File: config.mk
export PLATFORM = sky130hd
export DESIGN_NAME = keymgr_sideload_rx
export DESIGN_NICKNAME = d
export VERILOG_FILES = /design/src/rtl/keymgr_pkg.sv /design/src/rtl/keymgr_unmask_acc.sv /design/src/rtl/keymgr_sideload_rx.sv
export SDC_FILE = /design/constraint.sdc
export NUM_CORES = 1
export LEC_CHECK = 0
export ABC_AREA = 1
export CORE_AREA = 5 5 85 87
export CTS_BUF_LIST = sky130_fd_sc_hd__clkbuf_4 sky130_fd_sc_hd__clkbuf_8
export CTS_CLUSTER_DIAMETER = 120
export DETAILED_ROUTE_END_ITERATION = 10
export DIE_AREA = 0 0 90 92
export PLACE_DENSITY = 0.82
export SYNTH_ARGS = -nofsm -noshare
export SYNTH_HDL_FRONTEND = slang
export SYNTH_SLANG_ARGS = --single-unit
File: constraint.sdc
create_clock -name clk_i -period 2.3 [get_ports clk_i]
set_input_delay 0.46 -clock clk_i [delete_from_list [all_inputs] [get_ports clk_i]]
set_output_delay 0.46 -clock clk_i [all_outputs]
set_load 0.005 [all_outputs]
File: src/rtl/keymgr_pkg.sv
// rtl/keymgr_pkg.sv - shared keymgr constants and sideload receiver state type
package keymgr_pkg;

    localparam int Shares         = 2;
    localparam int KeyWidth       = 16;
    localparam int DefaultMaxUses = 4;

    typedef enum logic [1:0] {
        IDLE   = 2'd0,
        UNMASK = 2'd1,
        READY  = 2'd2,
        WIPE   = 2'd3
    } rx_state_e;

endpackage

File: src/rtl/keymgr_unmask_acc.sv
// rtl/keymgr_unmask_acc.sv - serial XOR unmask datapath for sideload keys
//
// Holds the latched shares and folds them one per cycle into an accumulator.
//   clk_i, rst_i : clock, synchronous active-high reset
//   load_i       : latch all shares, acc = share 0, index = 1
//   step_i       : acc ^= share[index], index++
//   wipe_i       : zero shares, accumulator and index
//   shares_i     : packed shares, share s at [s*KeyWidth +: KeyWidth]
//   acc_o        : accumulator contents
//   last_o       : the current step folds the final share
module keymgr_unmask_acc
    import keymgr_pkg::*;
#(
    parameter int NumShares = Shares,
    parameter int KeyW      = KeyWidth
) (
    input  logic                      clk_i,
    input  logic                      rst_i,
    input  logic                      load_i,
    input  logic                      step_i,
    input  logic                      wipe_i,
    input  logic [NumShares*KeyW-1:0] shares_i,
    output logic [KeyW-1:0]           acc_o,
    output logic                      last_o
);

    localparam int IdxW = $clog2(NumShares + 1);

    logic [KeyW-1:0] share_q [NumShares];
    logic [KeyW-1:0] share_d [NumShares];
    logic [KeyW-1:0] acc_q, acc_d;
    logic [IdxW-1:0] idx_q, idx_d;
    logic [KeyW-1:0] sel_share;

    // Mux by comparison keeps the index width independent of the array size.
    always_comb begin
        sel_share = '0;
        for (int s = 0; s < NumShares; s++) begin
            if (idx_q == IdxW'(s)) begin
                sel_share = share_q[s];
            end
        end
    end

    always_comb begin
        share_d = share_q;
        acc_d   = acc_q;
        idx_d   = idx_q;
        if (wipe_i) begin
            for (int s = 0; s < NumShares; s++) begin
                share_d[s] = '0;
            end
            acc_d = '0;
            idx_d = '0;
        end else if (load_i) begin
            for (int s = 0; s < NumShares; s++) begin
                share_d[s] = shares_i[s*KeyW +: KeyW];
            end
            acc_d = shares_i[KeyW-1:0];
            idx_d = IdxW'(1);
        end else if (step_i) begin
            acc_d = acc_q ^ sel_share;
            idx_d = idx_q + IdxW'(1);
        end
    end

    always_ff @(posedge clk_i) begin
        if (rst_i) begin
            for (int s = 0; s < NumShares; s++) begin
                share_q[s] <= '0;
            end
            acc_q <= '0;
            idx_q <= '0;
        end else begin
            share_q <= share_d;
            acc_q   <= acc_d;
            idx_q   <= idx_d;
        end
    end

    assign acc_o  = acc_q;
    assign last_o = (idx_q == IdxW'(NumShares - 1));

endmodule

File: src/rtl/keymgr_sideload_rx.sv
// rtl/keymgr_sideload_rx.sv - keymgr sideload key receiver with serial unmask
//
// Optional feature macro: KEYMGR_RX_USE_CNT_EN (use counter with expiry).
//   clk_i, rst_i : clock, synchronous active-high reset
//   key_valid_i  : sender holds high while shares are valid
//   key_share_i  : packed shares, share s at [s*KeyWidth +: KeyWidth]
//   clear_i      : pulse to drop the key
//   key_use_i    : consumer pulse, one use of the key
//   key_o        : unmasked key, zero unless key_vld_o
//   key_vld_o    : key_o is valid
//   expired_o    : one-cycle pulse when the use limit is reached
module keymgr_sideload_rx
    import keymgr_pkg::*;
#(
    parameter int Shares   = keymgr_pkg::Shares,
    parameter int KeyWidth = keymgr_pkg::KeyWidth,
    parameter int MaxUses  = DefaultMaxUses
) (
    input  logic                       clk_i,
    input  logic                       rst_i,
    input  logic                       key_valid_i,
    input  logic [Shares*KeyWidth-1:0] key_share_i,
    input  logic                       clear_i,
    input  logic                       key_use_i,
    output logic [KeyWidth-1:0]        key_o,
    output logic                       key_vld_o,
    output logic                       expired_o
);

    rx_state_e         state_q, state_d;
    logic              armed_q, armed_d;
    logic [KeyWidth-1:0] key_q, key_d;
    logic              key_vld_q, key_vld_d;
    logic              load, step, wipe;
    logic [KeyWidth-1:0] acc;
    logic              last;
    logic              use_expire;
    logic              drop;

    keymgr_unmask_acc #(
        .NumShares (Shares),
        .KeyW      (KeyWidth)
    ) u_unmask_acc (
        .clk_i    (clk_i),
        .rst_i    (rst_i),
        .load_i   (load),
        .step_i   (step),
        .wipe_i   (wipe),
        .shares_i (key_share_i),
        .acc_o    (acc),
        .last_o   (last)
    );

    assign drop = !key_valid_i || clear_i;

`ifdef KEYMGR_RX_USE_CNT_EN
    localparam int CntW = $clog2(MaxUses + 1);

    logic [CntW-1:0] cnt_q, cnt_d;
    logic            expired_q, expired_d;

    // The final use still reports expiry even when a drop/clear wins the exit.
    always_comb begin
        cnt_d      = cnt_q;
        expired_d  = 1'b0;
        use_expire = 1'b0;
        if (state_q == WIPE) begin
            cnt_d = '0;
        end else if (state_q == READY && key_use_i) begin
            cnt_d = cnt_q + CntW'(1);
            if (cnt_d == CntW'(MaxUses)) begin
                expired_d  = 1'b1;
                use_expire = 1'b1;
            end
        end
    end

    always_ff @(posedge clk_i) begin
        if (rst_i) begin
            cnt_q     <= '0;
            expired_q <= 1'b0;
        end else begin
            cnt_q     <= cnt_d;
            expired_q <= expired_d;
        end
    end

    assign expired_o = expired_q;
`else
    logic unused_key_use;
    assign unused_key_use = key_use_i;
    assign use_expire     = 1'b0;
    assign expired_o      = 1'b0;
`endif

    always_comb begin
        state_d = state_q;
        armed_d = armed_q;
        load    = 1'b0;
        step    = 1'b0;
        wipe    = 1'b0;
        unique case (state_q)
            IDLE: begin
                // Clear blocks capture; a held-high valid after a wipe stays
                // disarmed until valid is seen low here.
                if (key_valid_i && armed_q && !clear_i) begin
                    load    = 1'b1;
                    armed_d = 1'b0;
                    state_d = UNMASK;
                end else if (!key_valid_i) begin
                    armed_d = 1'b1;
                end
            end
            UNMASK: begin
                if (drop) begin
                    state_d = WIPE;
                end else begin
                    step = 1'b1;
                    if (last) begin
                        state_d = READY;
                    end
                end
            end
            READY: begin
                if (drop || use_expire) begin
                    state_d = WIPE;
                end
            end
            WIPE: begin
                wipe    = 1'b1;
                state_d = IDLE;
            end
            default: state_d = IDLE;
        endcase
    end

    // Outputs register one cycle after READY is entered and clear on the same
    // edge that leaves READY.
    always_comb begin
        key_vld_d = (state_q == READY) && (state_d == READY);
        key_d     = key_vld_d ? acc : '0;
    end

    always_ff @(posedge clk_i) begin
        if (rst_i) begin
            state_q   <= IDLE;
            armed_q   <= 1'b1;
            key_q     <= '0;
            key_vld_q <= 1'b0;
        end else begin
            state_q   <= state_d;
            armed_q   <= armed_d;
            key_q     <= key_d;
            key_vld_q <= key_vld_d;
        end
    end

    assign key_o     = key_q;
    assign key_vld_o = key_vld_q;

endmodule
; Word level (Yosys, flattened, before mapping)
; Cells that the tools add are included.
[totals]
reg_bits = 70
in_bits = 37
word_cells = 49
output_inout_bits = 18
[op_classes]
n_eq_ne = 6
add_sub_neg = 1
reduce_logical = 13
bitwise = 2
n_mux = 18
[op_table]
columns = operator, count
row1 = $mux 16, 4
row2 = $xor 16x16->16, 1
row3 = $mux 1, 9
row4 = $mux 2, 4
row5 = $pmux 2 s4, 1
row6 = $eq 2x2->1 const B, 3
row7 = $eq 2x1->1 const B, 2
row8 = $logic_not 2->1, 2
row9 = $reduce_or 2->1, 2
row10 = $logic_and 1x1->1, 3
row11 = $reduce_or 3->1, 1
row12 = $add 2x1->2 const B, 1
row13 = $logic_not 1->1, 2
row14 = $ne 2x1->1 const B, 1
row15 = $reduce_and 2->1, 1
row16 = $reduce_bool 2->1, 1
row17 = $logic_or 1x1->1, 1
row18 = $not 1->1, 1

; Longest topological paths before layout
; Gate-level depths: netlist (run 1).
[logic_depth]
word_depth = 8
depth_mapped = 10
depth_no_buf = 8

; Cells and area by module
; From an unflattened synthesis (run 1), not the netlist that was laid out.
[unflattened]
cells_unflattened = 411
area_unflattened_um2 = 3138.0
[modules_own_cells]
columns = mod, seq_area_each_um2, cells_each, instances, area_per_inst_um2
row1 = keymgr_unmask_acc, 1001.0, 327, 1, 2394.8
row2 = keymgr_sideload_rx, 400.4, 84, 1, 743.2

; Least setup slack after synthesis (run 1)
; Ideal clock, no wire load.
[synth_timing]
path_type = register -> register
start = register u_unmask_acc.idx_q[1]
end = register u_unmask_acc.acc_q[10] (netlist: u_unmask_acc.acc_o[10])
path_buffers = 2
arrival_time_ns = 1.241
path_slack_ns = 0.942
stages_incl_launch_ff = 11
synth_period_minus_slack_ns = 1.358
setup_ns = 0.117
required_time_ns = 2.183
path_cell_list = dfxtp_1 > inv_1 > ha_1 > buf_2 > inv_2 > buf_2 > nand3_1 > nand2_1 > nand2_1 > nand3_1 > a21oi_1
[synth_between]
elab_chain_len = 6
elab_cells_between_ends = 7
classes_between = eq/ne (1) / mux (4) / bitwise (1) / reduce/logical (1)
[synth_rtl]
columns = item, line
row1 = start: declaration, keymgr_unmask_acc.sv:32  ; logic [IdxW-1:0] idx_q, idx_d;
row2 = start signal: assignment, keymgr_unmask_acc.sv:77  ; idx_q <= idx_d;
row3 = $logic_not 2->1, keymgr_unmask_acc.sv:39  ; if (idx_q == IdxW'(s)) begin
row4 = $mux 16, keymgr_unmask_acc.sv:39
row5 = $mux 16 (*), keymgr_unmask_acc.sv:39
row6 = $xor 16x16->16 (*), keymgr_unmask_acc.sv:62  ; acc_d = acc_q ^ sel_share;
row7 = $mux 16 (*), keymgr_unmask_acc.sv:61  ; end else if (step_i) begin
row8 = $mux 16 (*), keymgr_unmask_acc.sv:55  ; end else if (load_i) begin
row9 = end signal: assignment, keymgr_unmask_acc.sv:72  ; acc_q <= '0;
row10 = end signal: assignment, keymgr_unmask_acc.sv:76  ; acc_q <= acc_d;
row11 = end: declaration, keymgr_unmask_acc.sv:31  ; logic [KeyW-1:0] acc_q, acc_d;
; Every way passes the cells marked *; elsewhere a longest branch is shown, timed or not. The select of a mux whose other input is x is not followed.
; A chain may end at the register's enable or synchronous reset.

; Final worst setup path (run 1)
[layout_timing]
start = register u_unmask_acc.idx_q[1]
end = register u_unmask_acc.acc_q[11] (netlist: u_unmask_acc.acc_o[11])
; Same word-level chain as after synthesis.

==> results.md, run 1 <==
* Status: finished clean
* Number of max-slew violations in the final report at 0
* Number of synthesized register bits at 70
* Flip-flop and latch area at approximately 0.0014 mm^2
* R2r startpoint: u_unmask_acc.idx_q[1]
* Placed instance area at between 0.003 and 0.004 mm^2
* Antenna diode count at 0
* Gr usage total at between 10% and 20%
* 1st-pass router iterations at 7
* Slowest cell delay on critical path at a little under 0.6 ns
* Detail-routed via count per cell at slightly above 5
* Root Buffer: sky130_fd_sc_hd__clkbuf_8
* Final wirelength at between 7000 and 8000 um
* Overall die height at around 90 um
* Warnings from Yosys at 0
* Length in cells of the worst reg-to-reg path at 8
* Vias in the first global route at around 2700
* Leading cell types by total area after synthesis: sky130_fd_sc_hd__dfxtp_1 (46%), sky130_fd_sc_hd__nand2_1 (15%), sky130_fd_sc_hd__nand3_1 (11%), sky130_fd_sc_hd__nor2_1 (10%), sky130_fd_sc_hd__inv_1 (4.8%)
* Max Root-Sink Buffers at 2
* H-tree levels at 3
* Cell accounting for the most synthesized area: sky130_fd_sc_hd__dfxtp_1
* Post-synth top flop: sky130_fd_sc_hd__dfxtp_1
* Clock net sink count at 70
* Multi-input combinational cell area at about 0.0014 mm^2
* Top-area cell type share of the netlist area at 45.94%
* Cell count after synthesis at 456
* Number of synthesized flops with an enable pin at 0
* Nature of the critical path startpoint: register
* Synth Net Count at ~500
* Combined area of all synthesized cells at 0.003050 mm^2
* Min-Delay Path Depth at 2
* Clock buffers created by TritonCTS at 9
* Nature of the critical path endpoint: register
* Wire length of the first global-routing pass at about 12000 um
* Hold Fails Final Rpt at 0
* R2R setup slack at ~0.39 ns
* Power Total at between 2000 and 3000 uW
* Critical hold path startpoint: u_unmask_acc.idx_q[1]
* Post-layout minimum cycle time at between 1.5 and 2 ns
* Fin Clk Skew at roughly 0.012 ns
* NumNets Final at between 500 and 600
* Unrepaired setup endpoints after global routing: no
* Setup TNS at 0 ns
* Initial core utilization at 48.59%
* Hold crit path type: reg -> reg
* Clock tree from TritonCTS: yes
* Critical path, cell by cell: inv_1, ha_1, inv_2, nand3_1, nand2_1, nand2_1, nand3_1, a21oi_1
* Number of cells upsized or downsized after cts at 0
* Non-Filler Cell Area, Final at roughly 0.0038 mm^2
* Crit path kind: reg -> reg
* Commonest cells in the netlist: sky130_fd_sc_hd__nand2_1 (121), sky130_fd_sc_hd__nor2_1 (83), sky130_fd_sc_hd__dfxtp_1 (70)
* Total vias in the final route at 2930
* Final weighted congestion in routability-driven placement at between 0.7 and 0.8
* Worst Hold Endpoint: u_unmask_acc.idx_q[1]
* Count of buffers from port buffering at 52
* RR Endpoint: u_unmask_acc.acc_o[11]
* Signal arrival time at the worst endpoint at 2.17 ns
* Avg Synthesized Cell Area at ~6.7 um^2
* Top-level I/O count at 55
* Crit share post-route at ~83%
* Initial antenna violation count at 0
* Pin count of the biggest net entering global routing at between 60 and 70
* Relative slew slack at a little under three fifths
* DIE AREA at between 0.008 and 0.009 mm^2
* Share of the yosys chip area belonging to registers at 45.94%
* DRC violations left at 0
* Standard cell core area at 0.006277 mm^2
* Total power density per cell area at ~730 mW/mm^2
* Transition time at the pin with the least slew margin at 0.6543 ns
* Required @ worst endpoint at approximately 2.6 ns
* Maximum frequency from static timing analysis at roughly 520 MHz
* Number of rows in the core area at 29
* Fraction of synthesis flops using an asynchronous set or reset pin at 0%
* Routed length per placed instance at approximately 12 um
* DP Wirelength at approximately 4800 um
* Die Wd at approximately 90 um
* Overflow after GRT at 0
* Clock insertion delay at the later pin of the skew report at about 0.35 ns
* Share of layout cells above drive strength 1 at approximately 5.8%
* Slowest stage cell, crit path: sky130_fd_sc_hd__ha_1
* Antenna violation net count after detailed routing at 0
* Dominant cell by count in the synthesized netlist: sky130_fd_sc_hd__nand2_1
* Number of inserted filler cells in the final layout at roughly 600
* Max VDD drop at around 0.00055 V
* Highest fanout seen on the critical path at 18
* Layout overhead on the synthesized area at 24.08%
* Leakage component of the power at 0.001788 uW
* Number of unique standard cell types used by synthesis at 19
* Post-CTS setup buffers at 0
* Post-cts hold buffer count at 0
* Maxcap violations at 0
* Clock transition time at the flip-flop clock pins of the worst setup and hold paths at around 0.070 ns
* Final count of negative-setup-slack endpoints at 0
* Worst hold margin at about 0.47 ns
* Number of design-rule violations left by the first detailed-router iteration at between 200 and 250
worst max-delay path: cells and delay by family, from the launching register on:
family / cells / cell delay, ns
simple gates: 4 / 0.38
fa+ha+maj: 1 / 0.58
flops: 1 / 0.32
buf+inv: 2 / 0.39
compound gates: 1 / 0.16
registers in the layout (all words and copies together) (netlist names):
register              count
armed_q                   1
u_unmask_acc.acc_o       16
key_o                    16
key_vld_o                 1
u_unmask_acc.idx_q        2
state_q                   2
u_unmask_acc.share_q     32
layout by cell type, fill, tap and decap left out, drive strengths merged, types with 2 or more instances in the layout:
| master | Yosys | routed |
|---|---|---|
| dfxtp | 70 | 70 |
| clkbuf | 5 | 10 |
| clkdlybuf4s50 | 0 | 52 |
| buf | 20 | 5 |
| a21oi | 20 | 20 |
| nand3 | 69 | 69 |
| ha | 2 | 2 |
| inv | 43 | 43 |
| o21ai | 18 | 18 |
| nor2 | 85 | 85 |
| clkinv | 0 | 6 |
| nand2 | 122 | 122 |
report_power, final:
part           internal (uW)  total [uW]  leakage (uW)  switching (uW)
Clock                    417         891     0.0000958             474
Combinational            202         506       0.00112             303
Sequential              1300        1350      0.000571            54.9
Total                   1920        2750       0.00179             833
cell type report:
type	instances	area share (%)
inverters	43	4.264
well taps	77	2.545
clock buffers	10	3.636
clock inverters	6	0.9917
flip-flops and latches	70	37.02
repair buffers	57	15.40
multi-input cells	318	36.13
metal layers:
layer | part of all wire (%) | GRT usage [%] | vias to the layer above | routed length [um]
li1 | - | - | 1510 | -
met1 | 43 | 20.82 | 1330 | 3068
met2 | 50 | 29.70 | 77 | 3632
met3 | 5.1 | 3.846 | 13 | 371
met4 | 2.0 | 9.181 | 0 | 142
met5 | 0 | 0 | - | 0
logic make-up (layout without fill, tap and decap cells):
logic type,after synthesis,in the layout,synth area share (%)
other cells,1,1,0.1229
simple gates,276,276,37.04
compound gates,39,39,6.604
flops,70,70,45.94
fa+ha+maj,2,2,0.8202
buf+inv,68,116,9.475
through the flow:
step / std cells / setup WS, ns / util (%)
final: 581 / 0.3923 / 60.30
after global routing: 581 / 0.1671 / 60.30
after CTS: 581 / 0.3812 / 60.30
after detailed placement: 565 / 0.3016 / 57.50
after global placement: 565 / 0.3828 / 57.50
after floorplan: 456 / 0.9423 / -
worst max path at each step:
| stage | start | depth (start not counted) | slack [ns] | endpoint |
|---|---|---|---|---|
| 6_report | u_unmask_acc.idx_q[1] | 8 | 0.39 | u_unmask_acc.acc_o[11] |
| 5_1_grt | u_unmask_acc.idx_q[1] | 8 | 0.17 | u_unmask_acc.acc_o[2] |
| 3_5_place_dp | key_valid_i | 8 | 0.30 | u_unmask_acc.share_q[4] |
| 2_1_floorplan | u_unmask_acc.idx_q[1] | 10 | 0.94 | u_unmask_acc.acc_o[10] |
| 3_3_place_gp | key_valid_i | 8 | 0.38 | u_unmask_acc.share_q[11] |
| 4_1_cts | u_unmask_acc.idx_q[1] | 8 | 0.38 | u_unmask_acc.acc_o[11] |
Note: power is estimated with default switching activity, not from simulation.
==> run 2: changes to the inputs <==
--- a/config.mk
+++ b/config.mk
@@ -11,7 +11,7 @@
 export CTS_CLUSTER_DIAMETER = 120
 export DETAILED_ROUTE_END_ITERATION = 10
 export DIE_AREA = 0 0 90 92
-export PLACE_DENSITY = 0.82
+export PLACE_DENSITY = 0.85
 export SYNTH_ARGS = -nofsm -noshare
 export SYNTH_HDL_FRONTEND = slang
 export SYNTH_SLANG_ARGS = --single-unit
==> constraint.sdc (replaced) <==
create_clock -name clk_i -period 1.6 [get_ports clk_i]
set_input_delay 0.32 -clock clk_i [delete_from_list [all_inputs] [get_ports clk_i]]
set_output_delay 0.32 -clock clk_i [all_outputs]
set_load 0.005 [all_outputs]
==> run 2 against run 1 <==
Against the previous run: setup slack lost 0.28 ns; largest cell class unchanged; via count grew 3.8%; hold slack gained 0.0059 ns; sequential share of layout area shrank 1.2 points; final cell count grew 1.5%; first-iteration DRC count grew 18%; die area is the same; register-to-register slack lost 0.26 ns.
==> results.md, run 2 (same netlist as run 1, synthesis figures left out) <==
* DRC violations left at 0 (unchanged)
* Buffers plus inverters on the worst setup path at 1 (-1)
* Antenna violation net count after detailed routing at 0 (unchanged)
* Status: finished clean
* Final count of negative-setup-slack endpoints at 0 (unchanged)
* Layout Utilization at 62.39% (+2.1 points)
* Detail-routed via count per cell at 5.156 (+2.2%)
* Total vias in the final route at 3042 (+3.8%)
* Routed length per placed instance at 12.57 um (+1.2%)
* Post-layout minimum cycle time at roughly 1.5 ns
* Critical path, cell by cell: clkdlybuf4s50_1
* Biggest register: u_unmask_acc.share_q
* Max Root-Sink Buffers at 2 (unchanged)
* Clock tree from TritonCTS: yes
* Final weighted congestion in routability-driven placement at 0.8136 (+10%)
* Power Total at 4187 uW (+52%)
* Total power density per cell area at 1069 mW/mm^2 (+47%)
* Number of rows in the core area at 29 (unchanged)
* Vias in the first global route at 2773 (+1.1%)
* Top-level I/O count at 55 (unchanged)
* Clock net sink count at 70 (unchanged)
* Setup TNS at 0 ns (unchanged)
* Leading cell type in the layout, fill and taps excluded: sky130_fd_sc_hd__nand2_1
* Unrepaired setup endpoints after global routing: no
* Antenna diode count at 0 (unchanged)
* Wire length of the first global-routing pass at 12230 um (+1.8%)
* Root Buffer: sky130_fd_sc_hd__clkbuf_8
* Maximum frequency from static timing analysis at between 600 and 700 MHz
* H-tree levels at 3 (unchanged)
* Post-CTS setup buffers at 0 (unchanged)
* Number of design-rule violations left by the first detailed-router iteration at 270 (+18%)
* Gr usage total at 17.73% (+0.19 points)
* Crit share post-route at slightly above 90%
* Final wirelength at 7416 um (+2.8%)
* Number of max-slew violations in the final report at 0 (unchanged)
* Hold Fails Final Rpt at 0 (unchanged)
* Nature of the critical path startpoint: register
* Leakage component of the power at 0.001854 uW (+3.7%)
* Crit path kind: reg -> out
* Standard cell core area at 0.006277 mm^2 (unchanged)
* Initial core utilization at 48.59% (unchanged)
* Routed length on met2 at 3695 um (+1.7%)
* Clock transition time at the flip-flop clock pins of the worst setup and hold paths at 0.07 ns (about the same)
* Cell family contributing the most delay on the critical path: buffers and inverters
* Initial antenna violation count at 0 (unchanged)
* Overflow after GRT at 0 (unchanged)
* Max VDD drop at 0.0005698 V (+4.5%)
* Count of buffers from port buffering at 52 (unchanged)
* DIE AREA at 0.008280 mm^2 (unchanged)
* Hold crit path type: reg -> reg
* DP Wirelength at 5118 um (+7.0%)
* Worst hold margin at 0.4753 ns (+0.005858 ns)
* Leading cell types in the layout, fill and taps excluded: sky130_fd_sc_hd__nand2_1 (121), sky130_fd_sc_hd__nor2_1 (83), sky130_fd_sc_hd__dfxtp_1 (70)
* Share of layout cells above drive strength 1 at 7.797% (+2.0 points)
* 1st-pass router iterations at 5 (-2)
* Highest fanout seen on the critical path at 1 (-17)
* Nature of the critical path endpoint: output port
* Maxcap violations at 0 (unchanged)
* Met1 Wirelength at 3080 um (+0.39%)
* Layout overhead on the synthesized area at 28.38%
* NumNets Final at 547 (+1.7%)
* Placed instance area at 0.003702 mm^2 (+2.6%)
* Fin Clk Skew at 0.005691 ns (-0.006412 ns)
* Clock insertion delay at the later pin of the skew report at 0.35 ns (about the same)
* Flip-flop count of the largest register, all copies and words added at 32 (unchanged)
* Pin count of the biggest net entering global routing at 49 (-28%)
* Overall die height at 92 um (unchanged)
* Slowest cell delay on critical path at 0.50 ns (-0.08 ns)
* Signal arrival time at the worst endpoint at 1.17 ns (-1.00 ns)
* Length of routed met3 wiring at 499 um (+35%)
* Clock buffers created by TritonCTS at 9 (unchanged)
* Die Wd at 90 um (unchanged)
* DR top layer: met4
* Required @ worst endpoint at 1.28 ns (-1.29 ns)
* Slowest stage cell, crit path: sky130_fd_sc_hd__clkdlybuf4s50_1
* Non-Filler Cell Area, Final at 0.003916 mm^2 (+3.5%)
## run 2: final cells by class
type	instances	area, um^2
fill	551	2361
sequential	70	1401
multi-input combinational	318	1373
timing repair buffer	66	675.6
inverter	43	166.4
clock buffer	12	158.9
tap	77	96.34
clock inverter	4	45.04
## run 2: path summary, 6_finish.rpt
path,start,to,slack [ns],cells after the start
max,key_o[0],key_o[0],0.11,1
min,u_unmask_acc.share_q[29],u_unmask_acc.share_q[29],0.48,2
max reg2reg,u_unmask_acc.idx_q[0],u_unmask_acc.acc_o[12],0.13,6
min reg2reg,u_unmask_acc.share_q[29],u_unmask_acc.share_q[29],0.48,2
## run 2: what timing repair did
action | CTS | global route
endpoints found under the hold margin | 0 | 0
hold buffers | 0 | 0
setup endpoints to repair | 3 | 16
gates resized for setup | 1 | 4
## run 2: per-stage QoR
step	std cells	setup WS, ns
after floorplan	456	0.2423
after global placement	574	-0.1179
after CTS	590	0.01271
after detailed placement	574	-0.1944
after global routing	590	0.02956
final	590	0.1100
## run 2: routing by layer
layer  vias to the layer above  GRT usage, %
met4                         0         9.057
met2                       124         30.49
met1                      1384         21.07
met5                         -             0
met3                        13         3.355
li1                       1521             -
## run 2: power breakdown
group          internal (uW)  leakage, uW  total [uW]  switching, uW
registers               1870     0.000571        1950           78.3
clock network            815     0.000110        1460            644
logic                    329      0.00117         780            451
==> run 3: changes to the inputs <==
--- a/config.mk
+++ b/config.mk
@@ -8,10 +8,11 @@
 export ABC_AREA = 1
 export CORE_AREA = 5 5 85 87
 export CTS_BUF_LIST = sky130_fd_sc_hd__clkbuf_4 sky130_fd_sc_hd__clkbuf_8
-export CTS_CLUSTER_DIAMETER = 120
+export CTS_CLUSTER_DIAMETER = 100
 export DETAILED_ROUTE_END_ITERATION = 10
 export DIE_AREA = 0 0 90 92
-export PLACE_DENSITY = 0.85
+export PLACE_DENSITY = 0.82
+export SLEW_MARGIN = 20
 export SYNTH_ARGS = -nofsm -noshare
 export SYNTH_HDL_FRONTEND = slang
 export SYNTH_SLANG_ARGS = --single-unit
==> constraint.sdc (replaced) <==
create_clock -name clk_i -period 1.7 [get_ports clk_i]
set_input_delay 0.34 -clock clk_i [delete_from_list [all_inputs] [get_ports clk_i]]
set_output_delay 0.34 -clock clk_i [all_outputs]
set_load 0.005 [all_outputs]
==> run 3 against run 2 <==
Against the previous run: clock-buffer cell count decreased by 2; register-to-register slack improved by 0.05 ns; first-iteration DRC count decreased by 23%; non-clock buffer count decreased by 4; global-route usage decreased by 0.58 points; die area unchanged; design area decreased by 0.93%; highest routed layer unchanged; setup slack improved by 0.067 ns; sequential power decreased by 6%; final cell count decreased by 0.68%.
==> results.md, run 3 (same netlist as run 1, synthesis figures left out) <==
* Die Wd at 90 um (unchanged)
* Clock tree from TritonCTS: yes
* Clock buffers created by TritonCTS at 9 (unchanged)
* Hold Fails Final Rpt at 0 (unchanged)
* Nature of the critical path endpoint: register
* Placed instance area at 0.003685 mm^2 (-0.47%)
* Unrepaired setup endpoints after global routing: no
* Switching power summed over all nets at 1111 uW (-5.4%)
* Number of rows in the core area at 29 (unchanged)
* Signal arrival time at the worst endpoint at 1.77 ns (+0.60 ns)
* Root Buffer: sky130_fd_sc_hd__clkbuf_8
* Power Total at 3863 uW (-7.7%)
* NumNets Final at 543 (-0.73%)
* Nature of the critical path startpoint: register
* Sequential share of power at 47.4% (+0.9 points)
* Leading cell type in the layout, fill and taps excluded: sky130_fd_sc_hd__nand2_1
* Layout overhead on the synthesized area at 27.19%
* Pin count of the biggest net entering global routing at 40 (-18%)
* Vias in the first global route at 2786 (+0.47%)
* Maximum frequency from static timing analysis at roughly 660 MHz
* Initial core utilization at 48.59% (unchanged)
* Clock insertion delay at the later pin of the skew report at 0.35 ns (about the same)
* Length in cells of the worst reg-to-reg path at 8 (+2)
* Total power density per cell area at 995.7 mW/mm^2 (-6.9%)
* Crit share post-route at 89.61%
* DP Wirelength at 4868 um (-4.9%)
* Hold crit path type: reg -> reg
* Antenna violation net count after detailed routing at 0 (unchanged)
* Highest fanout seen on the critical path at 17 (+16)
* Maxcap violations at 0 (unchanged)
* Layout Utilization at 61.81% (-0.58 points)
* Switching part of the total at 28.75% (+0.71 points)
* Leading cell types in the layout, fill and taps excluded: sky130_fd_sc_hd__nand2_1 (121), sky130_fd_sc_hd__nor2_1 (83), sky130_fd_sc_hd__dfxtp_1 (70)
* Antenna diode count at 0 (unchanged)
* Max VDD drop at 0.0005786 V (+1.5%)
* Post-layout minimum cycle time at 1.523 ns
* Overflow after GRT at 0 (unchanged)
* Power share of the clock group at 34.1% (-0.7 points)
* Wire length of the first global-routing pass at 11830 um (-3.3%)
* Number of design-rule violations left by the first detailed-router iteration at 208 (-23%)
* Overall die height at 92 um (unchanged)
* DRC violations left at 0 (unchanged)
* Post-CTS setup buffers at 0 (unchanged)
* Setup TNS at 0 ns (unchanged)
* Biggest register: u_unmask_acc.share_q
* Non-filler instance count after layout at 586 (-0.68%)
* Gr usage total at 17.15% (-0.58 points)
* Clock transition time at the flip-flop clock pins of the worst setup and hold paths at 0.08 ns (about the same)
* Cells after DPL at 570 (-0.70%)
* Final weighted congestion in routability-driven placement at 0.7851 (-3.5%)
* Min-Delay Path Depth at 2 (unchanged)
* Final count of negative-setup-slack endpoints at 0 (unchanged)
* Routed length per placed instance at 12.14 um (-3.4%)
* Clock net sink count at 70 (unchanged)
* Internal power component at 2753 uW (-8.6%)
* Status: finished clean
* Fin Clk Skew at 0.007977 ns (+0.002287 ns)
* Number of max-slew violations in the final report at 0 (unchanged)
* Total vias in the final route at 2969 (-2.4%)
* H-tree levels at 3 (unchanged)
* Non-Filler Cell Area, Final at 0.003880 mm^2 (-0.93%)
* Combinational power share at 18.4% (-0.2 points)
* Crit path kind: reg -> reg
* Required @ worst endpoint at 1.94 ns (+0.66 ns)
* Detail-routed via count per cell at 5.067 (-1.7%)
* Top-level I/O count at 55 (unchanged)
* Share of layout cells above drive strength 1 at 6.876% (-0.92 points)
* Initial antenna violation count at 0 (unchanged)
* Leakage component of the power at 0.001831 uW (-1.2%)
* Number of inserted filler cells in the final layout at 536 (-2.7%)
* DIE AREA at 0.008280 mm^2 (unchanged)
* Flip-flop count of the largest register, all copies and words added at 32 (unchanged)
* Max Root-Sink Buffers at 2 (unchanged)
* Standard cell core area at 0.006277 mm^2 (unchanged)
* 1st-pass router iterations at 5 (unchanged)
* Final wirelength at 7114 um (-4.1%)
* Count of buffers from port buffering at 52 (unchanged)
## run 3: cell types whose count changed in the layout (fill, tap and decap cells not counted)
cell / before / now
sky130_fd_sc_hd__inv_2: 3 / 4
sky130_fd_sc_hd__clkbuf_8: 11 / 9
sky130_fd_sc_hd__clkinvlp_4: 0 / 1
sky130_fd_sc_hd__ha_1: 0 / 1
sky130_fd_sc_hd__ha_2: 2 / 1
sky130_fd_sc_hd__buf_4: 10 / 5
sky130_fd_sc_hd__clkinv_4: 1 / 0
sky130_fd_sc_hd__buf_12: 4 / 5
sky130_fd_sc_hd__inv_6: 0 / 1
## run 3: final cells by class
class / instances / area [um^2] / area share [%]
tap: 77 / 96.34 / 2.483
inverter: 43 / 161.4 / 4.160
timing repair buffer: 62 / 658.1 / 16.96
clock inverter: 6 / 61.31 / 1.580
multi-input combinational: 318 / 1370 / 35.31
clock buffer: 10 / 131.4 / 3.386
sequential: 70 / 1401 / 36.12
## run 3: layer usage
layer | part of all wire (%) | vias to the layer above | global-route usage (%)
li1 | - | 1516 | -
met1 | 43 | 1341 | 19.92
met2 | 48 | 98 | 30.18
met3 | 6.1 | 14 | 4.010
met4 | 2.1 | 0 | 7.320
met5 | 0 | - | 0
## run 3: power by group through the flow
stage	clock [uW]	sequential (uW)	combinational, uW
after floorplan	0	1850	483
after global placement	0	1860	678
after detailed placement	0	1870	705
after CTS	1340	1830	711
after global routing	1420	1850	805
final	1320	1830	712
## run 3: worst max-delay path, stage by stage (launching register included)
cell and delay [ns]:
sky130_fd_sc_hd__dfxtp_1 0.34, sky130_fd_sc_hd__inv_1 0.07, sky130_fd_sc_hd__ha_1 0.27, sky130_fd_sc_hd__inv_2 0.28, sky130_fd_sc_hd__nand3_1 0.15, sky130_fd_sc_hd__nand2_1 0.11, sky130_fd_sc_hd__nand2_1 0.07, sky130_fd_sc_hd__nand3_1 0.07
sky130_fd_sc_hd__a21oi_1 0.06
## run 3: what timing repair did
action | 4_1_cts | 5_1_grt
gates resized for setup | 0 | 1
endpoints found under the setup margin | 0 | 5
hold buffers | 0 | 0
## run 3: stage by stage
step / setup WS (ns) / hold slack, ns
after global routing: 0.03829 / 0.4849
final: 0.1766 / 0.4731
after CTS: 0.1394 / 0.4733
after floorplan: 0.3423 / 0.4091
after detailed placement: -0.09610 / 0.4614
after global placement: -0.07847 / 0.4499
## run 3: worst paths after layout
kind	from	to	slack (ns)
max	u_unmask_acc.idx_q[1]	u_unmask_acc.acc_o[12]	0.18
min	u_unmask_acc.share_q[16]	u_unmask_acc.share_q[16]	0.47
max reg2reg	u_unmask_acc.idx_q[1]	u_unmask_acc.acc_o[12]	0.18
min reg2reg	u_unmask_acc.share_q[16]	u_unmask_acc.share_q[16]	0.47
